[config.mk]
export PLATFORM = sky130hd
export DESIGN_NAME = control_unit_seq
export DESIGN_NICKNAME = d
export VERILOG_FILES = /design/src/rtl/control_unit_seq.sv
export SDC_FILE = /design/constraint.sdc
export NUM_CORES = 1
export LEC_CHECK = 0
export BUFFER_PORTS_ARGS = -buffer_cell sky130_fd_sc_hd__buf_2
export CAP_MARGIN = 10
export CORE_MARGIN = 2
export CORE_UTILIZATION = 55
export CTS_CLUSTER_DIAMETER = 40
export DETAILED_ROUTE_END_ITERATION = 7
export PLACE_DENSITY = 0.8
export SYNTH_ARGS = -nofsm -noshare
export SYNTH_HDL_FRONTEND = slang
export SYNTH_SLANG_ARGS = --single-unit
[constraint.sdc]
create_clock -name clk -period 2.8 [get_ports clk]
set_input_delay 0.14 -clock clk [delete_from_list [all_inputs] [get_ports clk]]
set_output_delay 0.14 -clock clk [all_outputs]
set_load 0.02 [all_outputs]
[src/rtl/control_unit_seq.sv]
// Registered decode/control stage: one cycle from acceptance to control outputs.
// Block memory transfers expand into one micro-op per selected register while upstream is held.
module control_unit_seq #(
   parameter  int NUM_REGS  = 16,
   parameter  int EXE_CMD_W = 4,
   localparam int IDX_W     = $clog2(NUM_REGS)
) (
   input  logic                 clk,
   input  logic                 rst,
   input  logic                 valid_in,
   output logic                 ready_in,
   input  logic [1:0]           mode,
   input  logic [3:0]           op_code,
   input  logic                 S,
   input  logic                 block,
   input  logic [NUM_REGS-1:0]  reg_list,
   input  logic                 stall,
   input  logic                 flush,
   output logic                 valid_out,
   output logic [EXE_CMD_W-1:0] Execute_command,
   output logic                 mem_read,
   output logic                 mem_write,
   output logic                 WB_enable,
   output logic                 B,
   output logic                 Update_SR,
   output logic [IDX_W-1:0]     xfer_reg,
   output logic [IDX_W+1:0]     xfer_offset,
   output logic                 last_beat
);

   localparam logic [0:0] ST_IDLE  = 1'b0;
   localparam logic [0:0] ST_BURST = 1'b1;

   localparam logic [1:0] MODE_COMPUTE = 2'b00;
   localparam logic [1:0] MODE_MEMORY  = 2'b01;
   localparam logic [1:0] MODE_BRANCH  = 2'b10;

   localparam logic [IDX_W-1:0]    ONE_IDX  = 1;
   localparam logic [NUM_REGS-1:0] ONE_MASK = 1;

   function automatic logic [EXE_CMD_W-1:0] cmd(input logic [3:0] c);
      cmd = EXE_CMD_W'(c);
   endfunction

   // Index of the lowest set bit; scanning downward lets the lowest match win.
   function automatic logic [IDX_W-1:0] lsb_idx(input logic [NUM_REGS-1:0] m);
      lsb_idx = '0;
      for (int i = NUM_REGS - 1; i >= 0; i--) begin
         if (m[i]) lsb_idx = i[IDX_W-1:0];
      end
   endfunction

   logic [0:0]           state_q, state_d;
   logic [NUM_REGS-1:0]  mask_q, mask_d;
   logic [IDX_W-1:0]     beat_q, beat_d;
   logic                 load_q, load_d;

   logic                 vld_q, vld_d;
   logic [EXE_CMD_W-1:0] cmd_q, cmd_d;
   logic                 mr_q, mr_d;
   logic                 mw_q, mw_d;
   logic                 wb_q, wb_d;
   logic                 b_q, b_d;
   logic                 usr_q, usr_d;
   logic [IDX_W-1:0]     xr_q, xr_d;
   logic [IDX_W+1:0]     xo_q, xo_d;
   logic                 last_q, last_d;

   logic [NUM_REGS-1:0]  mask_rest;
   logic [NUM_REGS-1:0]  list_rest;
   logic                 accept;

   // x & (x-1) drops the lowest set bit: the remaining mask after one beat.
   assign mask_rest = mask_q & (mask_q - ONE_MASK);
   assign list_rest = reg_list & (reg_list - ONE_MASK);

   assign ready_in = ~flush & ~stall & (state_q == ST_IDLE);
   assign accept   = valid_in & ready_in;

   always_comb begin
      state_d = state_q;
      mask_d  = mask_q;
      beat_d  = beat_q;
      load_d  = load_q;
      vld_d   = vld_q;
      cmd_d   = cmd_q;
      mr_d    = mr_q;
      mw_d    = mw_q;
      wb_d    = wb_q;
      b_d     = b_q;
      usr_d   = usr_q;
      xr_d    = xr_q;
      xo_d    = xo_q;
      last_d  = last_q;

      if (flush || !stall) begin
         vld_d  = 1'b0;
         cmd_d  = '0;
         mr_d   = 1'b0;
         mw_d   = 1'b0;
         wb_d   = 1'b0;
         b_d    = 1'b0;
         usr_d  = 1'b0;
         xr_d   = '0;
         xo_d   = '0;
         last_d = 1'b0;
      end

      if (flush) begin
         state_d = ST_IDLE;
         mask_d  = '0;
         beat_d  = '0;
         load_d  = 1'b0;
      end else if (!stall) begin
         if (state_q == ST_BURST) begin
            vld_d  = 1'b1;
            cmd_d  = cmd(4'b0010);
            mr_d   = load_q;
            mw_d   = ~load_q;
            wb_d   = load_q;
            xr_d   = lsb_idx(mask_q);
            xo_d   = {beat_q, 2'b00};
            mask_d = mask_rest;
            beat_d = beat_q + ONE_IDX;
            last_d = (mask_rest == '0);
            if (mask_rest == '0) state_d = ST_IDLE;
         end else if (accept) begin
            vld_d  = 1'b1;
            last_d = 1'b1;
            unique case (mode)
               MODE_COMPUTE: begin
                  wb_d  = 1'b1;
                  usr_d = S;
                  unique case (op_code)
                     4'b1101: cmd_d = cmd(4'b0001);
                     4'b1111: cmd_d = cmd(4'b1001);
                     4'b0100: cmd_d = cmd(4'b0010);
                     4'b0101: cmd_d = cmd(4'b0011);
                     4'b0010: cmd_d = cmd(4'b0100);
                     4'b0110: cmd_d = cmd(4'b0101);
                     4'b0000: cmd_d = cmd(4'b0110);
                     4'b1100: cmd_d = cmd(4'b0111);
                     4'b0001: cmd_d = cmd(4'b1000);
                     4'b1010: begin cmd_d = cmd(4'b0100); wb_d = 1'b0; usr_d = 1'b1; end
                     4'b1000: begin cmd_d = cmd(4'b0110); wb_d = 1'b0; usr_d = 1'b1; end
                     default: begin wb_d = 1'b0; usr_d = 1'b0; end
                  endcase
               end
               MODE_MEMORY: begin
                  cmd_d = cmd(4'b0010);
                  mr_d  = S;
                  mw_d  = ~S;
                  wb_d  = S;
                  if (block) begin
                     xr_d = lsb_idx(reg_list);
                     if (reg_list == '0) begin
                        // Empty list is consumed silently.
                        vld_d = 1'b0; cmd_d = '0; mr_d = 1'b0; mw_d = 1'b0;
                        wb_d = 1'b0; last_d = 1'b0;
                     end else if (list_rest != '0) begin
                        last_d  = 1'b0;
                        mask_d  = list_rest;
                        beat_d  = ONE_IDX;
                        load_d  = S;
                        state_d = ST_BURST;
                     end
                  end
               end
               MODE_BRANCH: b_d = 1'b1;
               default: ;
            endcase
         end
      end
   end

   always_ff @(posedge clk) begin
      if (rst) begin
         state_q <= ST_IDLE;
         mask_q  <= '0;
         beat_q  <= '0;
         load_q  <= 1'b0;
         vld_q   <= 1'b0;
         cmd_q   <= '0;
         mr_q    <= 1'b0;
         mw_q    <= 1'b0;
         wb_q    <= 1'b0;
         b_q     <= 1'b0;
         usr_q   <= 1'b0;
         xr_q    <= '0;
         xo_q    <= '0;
         last_q  <= 1'b0;
      end else begin
         state_q <= state_d;
         mask_q  <= mask_d;
         beat_q  <= beat_d;
         load_q  <= load_d;
         vld_q   <= vld_d;
         cmd_q   <= cmd_d;
         mr_q    <= mr_d;
         mw_q    <= mw_d;
         wb_q    <= wb_d;
         b_q     <= b_d;
         usr_q   <= usr_d;
         xr_q    <= xr_d;
         xo_q    <= xo_d;
         last_q  <= last_d;
      end
   end

   assign valid_out       = vld_q;
   assign Execute_command = cmd_q;
   assign mem_read        = mr_q;
   assign mem_write       = mw_q;
   assign WB_enable       = wb_q;
   assign B               = b_q;
   assign Update_SR       = usr_q;
   assign xfer_reg        = xr_q;
   assign xfer_offset     = xo_q;
   assign last_beat       = last_q;

endmodule

======== After elaboration in Yosys (flattened, before gate mapping) ========
Cells that the tools add are included.
storage, ports and cells
  flip-flop bits (word level) ............. 43
  input bits .............................. 29
  output and inout port bits .............. 22
  word-level logic and storage cells ...... 183
operators by class
  $add $sub $neg .......................... 3
  equal/unequal tests ..................... 13
  multiplexer cells ....................... 124
  bitwise gates (word level) .............. 11
  reductions and logical operators ........ 18
operators with widths
  kind                     number
  $mux W4                  50
  $mux W16                 6
  $mux W1                  58
  $pmux W4 S9              1
  $and A16 B16 Y16         2
  $logic_not A16 Y1        2
  $sub A16 B1 Y16 const B  2
  $mux W6                  4
  $eq A4 B4 Y1 const B     5
  $reduce_bool A16 Y1      1
  $eq A4 B3 Y1 const B     3
  $reduce_or A9 Y1         1
  $pmux W4 S2              1
  $reduce_bool A2 Y1       4
  $reduce_or A2 Y1         4
  $reduce_and A7 Y1        1
  $not A1 Y1               6
  $reduce_and A6 Y1        1
  $add A4 B1 Y4 const B    1
  $eq A4 B1 Y1 const B     1
  $eq A4 B2 Y1 const B     1
  $logic_not A4 Y1         1
  $mux W2                  2
  $pmux W1 S2              2
  other kinds (7)          9

======== Longest topological paths before layout ========
Gate-level depths: netlist of the first run.
  word-level depth ........................ 22
  depth in mapped cells ................... 10
  mapped depth without buffers ............ 7

======== Worst setup path after synthesis of the first run ========
OpenSTA, ideal clock, no wires.
  path type ............................... reg-to-reg
  start point ............................. reg mask_q[5]
  end point ............................... reg state_q
  setup time .............................. 0.128 ns
  data arrival time ....................... 2.095 ns
  required time ........................... 2.672 ns
  setup slack ............................. 0.578 ns
  cell stages (with the launch flop) ...... 9
  buffers on the path ..................... 1
  period minus slack after synthesis ...... 2.222 ns
  path through ............................ dfxtp_1 -> buf_6 -> or4_4 -> nor4_4 -> nand4_1 -> o31a_1 -> or4_4 -> a21oi_1 -> nor2_1
on the way
  word-level cells in the longest chain between the ends .. 5
RTL lines
  element                 RTL line  text
  from (decl)             54        logic [NUM_REGS-1:0] mask_q, mask_d;
  from (signal assigned)  194       mask_q <= mask_d;
  $sub A16 B1 Y16         74        assign mask_rest = mask_q & (mask_q - ONE_MASK);
  $and A16 B16 Y16 *      74
  $logic_not A16 Y1 *     126       if (mask_rest == '0) state_d = ST_IDLE;
  $mux W1 *               126
  $mux W1 *               115       if (state_q == ST_BURST) begin
  to (signal assigned)    193       state_q <= state_d;
  to (decl)               53        logic [0:0] state_q, state_d;
Every way passes the cells marked *; elsewhere a longest branch is shown, timed or not.
A chain may end at the register's enable or synchronous reset.

======== Worst setup path after layout of the first run ========
  start point ............................. reg mask_q[5]
  end point ............................... reg last_q (netlist: last_beat)
on the way
  word-level cells in the longest chain between the ends .. 6
RTL lines
  element               RTL line  text
  $sub A16 B1 Y16       74
  $and A16 B16 Y16 *    74
  $logic_not A16 Y1 *   125       last_d = (mask_rest == '0);
  $mux W1 *             115
  $mux W1 *             114       end else if (!stall) begin
  $mux W1 *             109       if (flush) begin
  to (signal assigned)  206       last_q <= last_d;
  to (decl)             67        logic last_q, last_d;
Marks and branches as above.

==> results.json, run 1 <==
{
  "syn-cell-area_sq_um": 2650,
  "finalSetupViolCount": 0,
  "largest_register_ff_count": 15,
  "route.detailed.drc": 0,
  "netlist.area_leader.share_pct": 31.7,
  "finish.instance_area_sq_um": 2980,
  "clock.fmax_ghz": 0.425,
  "portBuffers": 50,
  "hold_violations": 0,
  "power_per_cell_area_nw_per_um2": 389,
  "numCtsBuffers": 5,
  "chipWidth_um": 73.4,
  "r2r_cells": 6,
  "max_slew.worst_pin.slew_ns": 0.539,
  "slew_violations": 0,
  "cp_max_fo": 9,
  "p_leak_nw": 1.06,
  "whs_endpoint": "load_q",
  "skew_ns": 0.00949,
  "hold_class": "input pin to flip-flop",
  "worstSetupEndpointType": "flip-flop",
  "postCtsSetupBuffers": 0,
  "antenna_left": 0,
  "clk_latency_ns": 0.30,
  "ir_worst_vdd_v": 0.000321,
  "firstDrtPassIters": 5,
  "placed_cell_area_sq_um": 2880,
  "grt.overflow.total": 0,
  "wl_um": 7430,
  "ios": 51,
  "fin_cells": 429,
  "die_h_um": 73.4,
  "required_ns": 3.02,
  "multi_input_area_sq_um": 1630,
  "post-route-period-util_pct": 84.0,
  "drv_cap": 0,
  "synth_edf_count": 0,
  "dieArea_sq_um": 5390,
  "yosys_warnings": 0,
  "synthTopCellsByArea": "dfxtp_1, a21oi_1, nor2_1",
  "dr.first_iter.drc_count": 253,
  "register_area_sq_um": 841,
  "ys.flop_type": "dfxtp_1",
  "vias": 2863,
  "synth_seq_area_share_pct": 31.7,
  "yosysUniqueCellTypes": 57,
  "postSynthAreaPerCell_sq_um": 7.79,
  "grt.total_usage_pct": 27.9,
  "setup-tns-final_ns": 0,
  "final_nets": 404,
  "cp-start-kind": "flip-flop",
  "clockBufferDepth": 2,
  "synth_nets": 370,
  "r2r_start": "mask_q[5]",
  "htree_levels": 2,
  "antenna_found_initial": 0,
  "clk_pin_slew_worst_paths_ns": 0.09,
  "post_cts_resized": 0,
  "yosysTopAreaCell": "dfxtp_1",
  "cts_tree": "yes",
  "cts_sinks": 42,
  "wl_per_cell_um": 17.3,
  "grt_max_degree": 29,
  "grt_pass1_vias": 2476,
  "synth-seq-cells": 42,
  "hpwl_um": 5530,
  "initial_core_util_pct": 56.5,
  "hold_start": "S",
  "fill_cells": 422,
  "rows": 25,
  "regToRegSetupSlack_ns": 0.45,
  "gp_congestion": 1.01,
  "async_reset_ff_share_pct": 0,
  "relSlewSlack_pct": 63.1,
  "worst-setup-path-type": "flip-flop to flip-flop",
  "drive_above_1_share_pct": 21.6,
  "ctsRootBufferMaster": "clkbuf_8",
  "syn2layout_area_growth_pct": 12.3,
  "status": "completed",
  "vias_per_cell": 6.67,
  "fin_crit_ns": 2.35,
  "core_area_sq_um": 4690,
  "rsz0062_at_grt": "false",
  "synthCells": 340,
  "antenna_cells": 0,
  "cts_hold_buffers": 0,
  "regMostFlops": "mask_q",
  "worstPathArrival_ns": 2.57,
  "grt_pass1_wl_um": 11900,
  "dp_cells": 421,
  "worstReg2RegEnd": "last_beat",
  "hold_depth": 3
}
[metrics by stage]
step / setup WS, ns / hold WS (ns) / utilization, % / power [mW]
2_1_floorplan: 0.578 / 0.253 / - / 0.704
3_3_place_gp: 0.485 / 0.421 / 61.5 / 0.757
3_5_place_dp: 0.464 / 0.439 / 61.5 / 0.758
4_1_cts: 0.456 / 0.119 / 63.4 / 1.15
5_1_grt: 0.278 / 0.161 / 63.4 / 1.19
6_report: 0.449 / 0.119 / 63.4 / 1.16
[Yosys cell counts (5+ instances only)]
master     number
nor2_1         37
a21oi_1        31
o211ai_1        5
inv_1          12
o31ai_1         5
nand3_1        11
o2111ai_1       5
o21ai_1         6
nor4_1          5
clkbuf_1       23
a31oi_1         5
o311ai_0        6
a211oi_1        5
nand2_1        19
a22oi_1         5
dfxtp_1        42
nand4_1        10
o21ai_0        16
a2111oi_0       5
nor3_1          9
[cell families after synthesis]
logic type | synth area share [%]
fa+ha+maj | 1.98
simple gates | 27.6
flops | 31.7
compound gates | 29.6
buf+inv | 7.08
mux | 0.755
xor+xnor | 1.32
[metal layers]
layer  track usage (%)  part of all wire, %
met4              6.87                  1.2
met2              43.3                   47
met3              3.98                  7.1
met1              40.9                   45
met5                 0                    0
[cells in the final DEF, fill, tap and decap left out, types with 4 or more instances in the layout]
cell / n
buf_2: 50
dfxtp_1: 42
nor2_1: 37
a21oi_1: 31
nand2_1: 19
o21ai_0: 16
inv_1: 12
nand3_1: 11
nand4_1: 10
nor3_1: 9
buf_4: 7
o21ai_1: 6
o311ai_0: 6
o211ai_1: 5
a22oi_1: 5
a211oi_1: 5
nor4_1: 5
a2111oi_0: 5
o31ai_1: 5
o2111ai_1: 5
clkbuf_8: 5
a31oi_1: 4
or3_1: 4
maj3_1: 4
o41ai_1: 4
[critical path, cell delays in order, from the launching register on]
cell,delay [ns]
dfxtp_1,0.40
or4_4,0.59
nor4_4,0.28
nand4_1,0.13
o31a_1,0.13
or4_4,0.49
a221oi_2,0.26
[worst max path at each step]
stage / depth (start not counted) / startpoint / slack (ns) / to
after global placement: 9 / reg_list[4] / 0.48 / mask_q[7]
final: 6 / mask_q[5] / 0.45 / last_beat
after detailed placement: 6 / mask_q[5] / 0.46 / last_beat
after floorplan: 8 / mask_q[5] / 0.58 / state_q
after CTS: 6 / mask_q[5] / 0.46 / last_beat
after global routing: 6 / mask_q[5] / 0.28 / last_beat
[power by group]
group / internal [mW] / switching, mW
combinational: 0.0479 / 0.0973
sequential: 0.600 / 0.00283
clock: 0.178 / 0.230
total: 0.826 / 0.331
[area by class of cell]
cell class                      count  area share [%]
Multi-Input combinational cell    256            54.7
Sequential cell                    42            28.2
Timing Repair Buffer               57            10.2
Clock buffer                        5            2.31
Tap cell                           54            2.27
Inverter                           12            1.51
Clock inverter                      3           0.799
No activity file was read; power rests on OpenSTA's default activity.
==> run 2: changes to the inputs <==
==> constraint.sdc (replaced) <==
create_clock -name clk -period 2.3 [get_ports clk]
set_input_delay 0.115 -clock clk [delete_from_list [all_inputs] [get_ports clk]]
set_output_delay 0.115 -clock clk [all_outputs]
set_load 0.02 [all_outputs]
==> run 2 against run 1 <==
  * First-iteration DRC count stayed put
  * Sequential share of layout area is 1.4 points lower
  * Die area is the same
  * Clock power is 26% higher
  * Largest power group unchanged
  * Highest routed layer unchanged
==> results.json, run 2 (synthesis gave the netlist of run 1 again) <==
{
  "p_leak_nw": 1.16,
  "vias": 2876,
  "status": "completed",
  "vias_per_cell": 6.43,
  "pwr-share-clk_pct": 35.9,
  "worst-setup-path-type": "flip-flop to flip-flop",
  "clk_latency_ns": 0.31,
  "gp_congestion": 0.991,
  "hold_violations": 0,
  "htree_levels": 2,
  "cts_tree": "yes",
  "dieArea_sq_um": 5390,
  "antenna_found_initial": 0,
  "slew_violations": 0,
  "grt.total_usage_pct": 29.3,
  "antenna_left": 0,
  "clockBufferDepth": 2,
  "switchingPower_uw": 413,
  "hold_depth": 3,
  "clk_pin_slew_worst_paths_ns": 0.10,
  "cp_max_fo": 3,
  "route.detailed.drc": 0,
  "sw_frac_of_total_pct": 28.8,
  "regToRegSetupSlack_ns": 0.11,
  "grt_max_degree": 29,
  "chipWidth_um": 73.4,
  "hold_class": "input pin to flip-flop",
  "cts_sinks": 42,
  "cp-start-kind": "flip-flop",
  "die_h_um": 73.4,
  "grt.overflow.total": 0,
  "final_nets": 422,
  "r2r_cells": 6,
  "initial_core_util_pct": 56.5,
  "ios": 51,
  "largest_register_ff_count": 15,
  "layout_commonest_cell": "buf_2",
  "ir_worst_vdd_v": 0.000422,
  "grt_pass1_vias": 2566,
  "setup-tns-final_ns": 0,
  "post_cts_resized": 0,
  "dr.first_iter.drc_count": 253,
  "worstSetupEndpointType": "flip-flop",
  "multi_input_area_sq_um": 1640,
  "hold-worst-slack_ns": 0.0789,
  "seqPwrFrac_pct": 51.1,
  "rsz0062_at_grt": "true",
  "mostFrequentLayoutCells": "buf_2, dfxtp_1, nor2_1, a21oi_1, buf_4",
  "dp_cells": 439,
  "regMostFlops": "mask_q",
  "rows": 25,
  "clock.fmax_ghz": 0.456,
  "fin_cells": 447,
  "wl_um": 7570,
  "register_area_sq_um": 841,
  "numCtsBuffers": 5,
  "postCtsSetupBuffers": 0,
  "portBuffers": 50,
  "drive_above_1_share_pct": 25.7,
  "wl_per_cell_um": 16.9,
  "hpwl_um": 5650,
  "power_per_cell_area_nw_per_um2": 459,
  "p_comb_share_pct": 13.0,
  "syn2layout_area_growth_pct": 18.0,
  "fin_crit_ns": 2.19,
  "core_area_sq_um": 4690,
  "skew_ns": 0.0130,
  "fill_cells": 408,
  "relSlewSlack_pct": 62.8,
  "antenna_cells": 0,
  "required_ns": 2.53,
  "p_int_mw": 1.02,
  "worstPathArrival_ns": 2.42,
  "cts_hold_buffers": 0,
  "grt_pass1_wl_um": 12400,
  "finalSetupViolCount": 0,
  "ctsRootBufferMaster": "clkbuf_8",
  "max_slew.worst_pin.slew_ns": 0.556,
  "firstDrtPassIters": 5,
  "post-route-period-util_pct": 95.3,
  "drv_cap": 0
}
## run 2: final timing paths
kind / start / to
worst max register to register: mask_q[5] / last_beat
worst max-delay path: mask_q[5] / last_beat
worst min register to register: Execute_command[0] / Execute_command[0]
worst min-delay path: S / load_q
## run 2: power groups by stage
stage | logic, mW | registers, mW | clock network [mW]
after global placement | 0.180 | 0.751 | 0
after CTS | 0.183 | 0.734 | 0.522
after global routing | 0.205 | 0.734 | 0.555
final | 0.187 | 0.734 | 0.515
after detailed placement | 0.182 | 0.751 | 0
after floorplan | 0.103 | 0.754 | 0
## run 2: area by class of cell
type | instances | share of cell area [%]
Multi-Input combinational cell | 256 | 52.4
Inverter | 12 | 1.44
Timing Repair Buffer | 75 | 14.0
Clock inverter | 3 | 0.920
Clock buffer | 5 | 2.20
Sequential cell | 42 | 26.9
Tap cell | 54 | 2.16
## run 2: metrics by stage
step / power, mW / instance area [sq um] / util (%) / worst slack [ns]
floorplan: 0.857 / 2650 / - / 0.0776
detailed placement: 0.933 / 3020 / 64.3 / 0.0386
CTS: 1.44 / 3120 / 66.4 / 0.102
global placement: 0.930 / 3020 / 64.3 / 0.106
global route: 1.49 / 3130 / 66.7 / -0.00806
finish: 1.44 / 3130 / 66.7 / 0.109
## run 2: worst max-delay path, cell delays in order, from the launching register on
cell	delay, ns
dfxtp_1	0.32
or4_4	0.56
nor4_4	0.21
nand4_1	0.12
o31a_1	0.13
or4_4	0.51
a221oi_2	0.26
## run 2: per-layer routing
metal / global-route usage [%] / vias up / routed length (um)
li1: - / 1398 / -
met3: 4.94 / 15 / 476
met2: 45.0 / 120 / 3530
met4: 8.69 / 0 / 124
met5: 0 / - / 0
met1: 42.1 / 1343 / 3430
==> run 3: changes to the inputs <==
--- a/config.mk
+++ b/config.mk
@@ -5,13 +5,14 @@
 export SDC_FILE = /design/constraint.sdc
 export NUM_CORES = 1
 export LEC_CHECK = 0
+export ABC_AREA = 1
 export BUFFER_PORTS_ARGS = -buffer_cell sky130_fd_sc_hd__buf_2
 export CAP_MARGIN = 10
 export CORE_MARGIN = 2
-export CORE_UTILIZATION = 55
+export CORE_UTILIZATION = 56
 export CTS_CLUSTER_DIAMETER = 40
 export DETAILED_ROUTE_END_ITERATION = 7
-export PLACE_DENSITY = 0.8
+export PLACE_DENSITY = 0.81
 export SYNTH_ARGS = -nofsm -noshare
 export SYNTH_HDL_FRONTEND = slang
 export SYNTH_SLANG_ARGS = --single-unit
==> run 3 against run 2 <==
  * Clock skew decreased by 0.0063 ns
  * Sequential power about the same
  * Maximum frequency rose by 9.9%
  * Global-route usage down 2.8 points
  * Largest power group unchanged
==> results.json, run 3 <==
{
  "grt_max_degree": 30,
  "grt_pass1_vias": 2680,
  "power_per_cell_area_nw_per_um2": 474,
  "firstDrtPassIters": 6,
  "max_slew.worst_pin.slew_ns": 0.681,
  "final_nets": 528,
  "slew_violations": 0,
  "yosys_warnings": 0,
  "hold_violations": 0,
  "ys.flop_type": "dfxtp_1",
  "synth_compound_area_share_pct": 18.6,
  "cp_max_fo": 6,
  "setup-tns-final_ns": 0,
  "finalSetupViolCount": 0,
  "r2r_cells": 12,
  "cts_sinks": 42,
  "clockBufferDepth": 2,
  "rows": 25,
  "worstSetupEndpointType": "flip-flop",
  "synth-simple-area-share_pct": 38.2,
  "hold_depth": 3,
  "fin_cells": 566,
  "dieArea_sq_um": 5490,
  "largest_register_ff_count": 15,
  "ctsRootBufferMaster": "clkbuf_8",
  "synth_top_family_by_area": "simple AND/OR/NAND/NOR gates",
  "rsz0062_at_grt": "false",
  "status": "completed",
  "syn-cell-area_sq_um": 2750,
  "slowest_stage": "dfxtp_1",
  "yosysUniqueCellTypes": 34,
  "synthCells": 451,
  "crit_chain": "nor2_1 > nand2_1 > nor2_4 > nand2_2 > nor2_2 > nand2_1 > o21ai_1 > nand2_1 > nor2_1 > nand3_1 > o21ai_0 > a21oi_1",
  "async_reset_ff_share_pct": 0,
  "initial_core_util_pct": 58.2,
  "mostFrequentLayoutCells": "nand2_1, inv_1, nor2_1, buf_2, a21oi_1",
  "drv_cap": 0,
  "wl_per_cell_um": 12.1,
  "vias_per_cell": 5.33,
  "drive_above_1_share_pct": 17.4,
  "skew_ns": 0.00670,
  "synth-seq-cells": 42,
  "route.detailed.drc": 0,
  "post_cts_resized": 0,
  "gp_congestion": 0.996,
  "synth_most_common_cell": "nand2_1",
  "synth_nets": 481,
  "worst-setup-path-type": "flip-flop to flip-flop",
  "hpwl_um": 5200,
  "required_ns": 2.45,
  "synth_edf_count": 0,
  "synthXorXnorAreaFrac_pct": 0.318,
  "cts_hold_buffers": 0,
  "core_area_sq_um": 4720,
  "slowest_delay_ns": 0.37,
  "grt.total_usage_pct": 26.5,
  "clk_pin_slew_worst_paths_ns": 0.08,
  "cp-start-kind": "flip-flop",
  "hold_class": "input pin to flip-flop",
  "clk_latency_ns": 0.30,
  "cts_tree": "yes",
  "netlist.area_leader.share_pct": 30.6,
  "hold-worst-slack_ns": 0.105,
  "synthTopCellsByArea": "dfxtp_1, nand2_1, inv_1",
  "clock.fmax_ghz": 0.501,
  "layout_commonest_cell": "nand2_1",
  "synthAdderAreaFrac_pct": 0.455,
  "antenna_cells": 0,
  "synth.top_cells.by_count": "nand2_1, inv_1, nor2_1",
  "postSynthAreaPerCell_sq_um": 6.10,
  "dp_cells": 558,
  "regMostFlops": "mask_q",
  "ir_worst_vdd_v": 0.000342,
  "synthMuxAreaShare_pct": 0,
  "syn2layout_area_growth_pct": 14.5,
  "grt.overflow.total": 0,
  "relSlewSlack_pct": 54.5,
  "ios": 51,
  "yosysTopAreaCell": "dfxtp_1",
  "p_leak_nw": 1.56,
  "fin_crit_ns": 1.99,
  "antenna_left": 0,
  "dr.first_iter.drc_count": 298,
  "post-route-period-util_pct": 86.7,
  "worstPathArrival_ns": 2.14,
  "chipWidth_um": 74.1,
  "critical_path.most_common_cell": "nand2_1",
  "numCtsBuffers": 5,
  "grt_pass1_wl_um": 11500,
  "synth_seq_area_share_pct": 30.6,
  "htree_levels": 2,
  "portBuffers": 50,
  "antenna_found_initial": 0,
  "postCtsSetupBuffers": 0,
  "vias": 3016,
  "die_h_um": 74.1,
  "wl_um": 6870
}
run 3: cell count changes after synthesis, moves of 6 or more:
cell / change
o21ai_0: +12
nor2_1: +13
nand4_1: -8
a21oi_1: +12
nand2_1: +102
o311ai_0: -6
inv_1: +49
nand3_1: +22
clkbuf_1: -12
run 3: stage by stage:
stage               instance area, sq um  setup WS (ns)  total power [mW]  utilization, %
floorplan                           2750          0.644             0.854               -
global placement                    3040          0.342             0.919            64.3
detailed placement                  3040          0.279             0.921            64.3
CTS                                 3150          0.334              1.49            66.7
global route                        3150         0.0137              1.55            66.7
finish                              3150          0.306              1.49            66.7
run 3: cell type report:
cell class              count  area [sq um]
multi-input cells         328          1580
fillers                   459          1570
flip-flops and latches     42           841
repair buffers             54           280
inverters                  67           251
well taps                  67          83.8
clock buffers               6          72.6
clock inverters             2          37.5
run 3: path summary, 6_finish.rpt:
kind	from	to	slack, ns
worst min-delay path	S	load_q	0.10
worst min register to register	xfer_offset[0]	xfer_offset[0]	0.44
worst max-delay path	mask_q[4]	state_q	0.31
worst max register to register	mask_q[4]	state_q	0.31
run 3: worst max-delay path, delay by kind of cell (launching register included):
kind | cells | cell delay (ns)
AND/OR/NAND/NOR | 9 | 1.02
flip-flops | 1 | 0.37
AO/OA/AOI/OAI | 3 | 0.47
run 3: cells by family (layout without fill, tap and decap cells):
logic type | after synthesis | after routing
simple gates | 233 | 233
compound gates | 93 | 93
buf+inv | 81 | 129
flops | 42 | 42
fa+ha+maj | 1 | 1
xor+xnor | 1 | 1
run 3: power by group:
group / leakage (nW) / internal [mW] / switching [mW] / total (mW)
combinational: 1.17 / 0.0576 / 0.118 / 0.176
clock: 0.0514 / 0.324 / 0.262 / 0.587
sequential: 0.338 / 0.729 / 0.00189 / 0.731
run 3: routing by layer:
metal  vias to the layer above  GRT usage (%)  part of all wire (%)
met5                         -              0                     0
met4                         0           8.28                   1.7
met3                        12           5.15                   7.6
met2                       128           42.6                    45
met1                      1334           36.0                    46
li1                       1542              -                     -
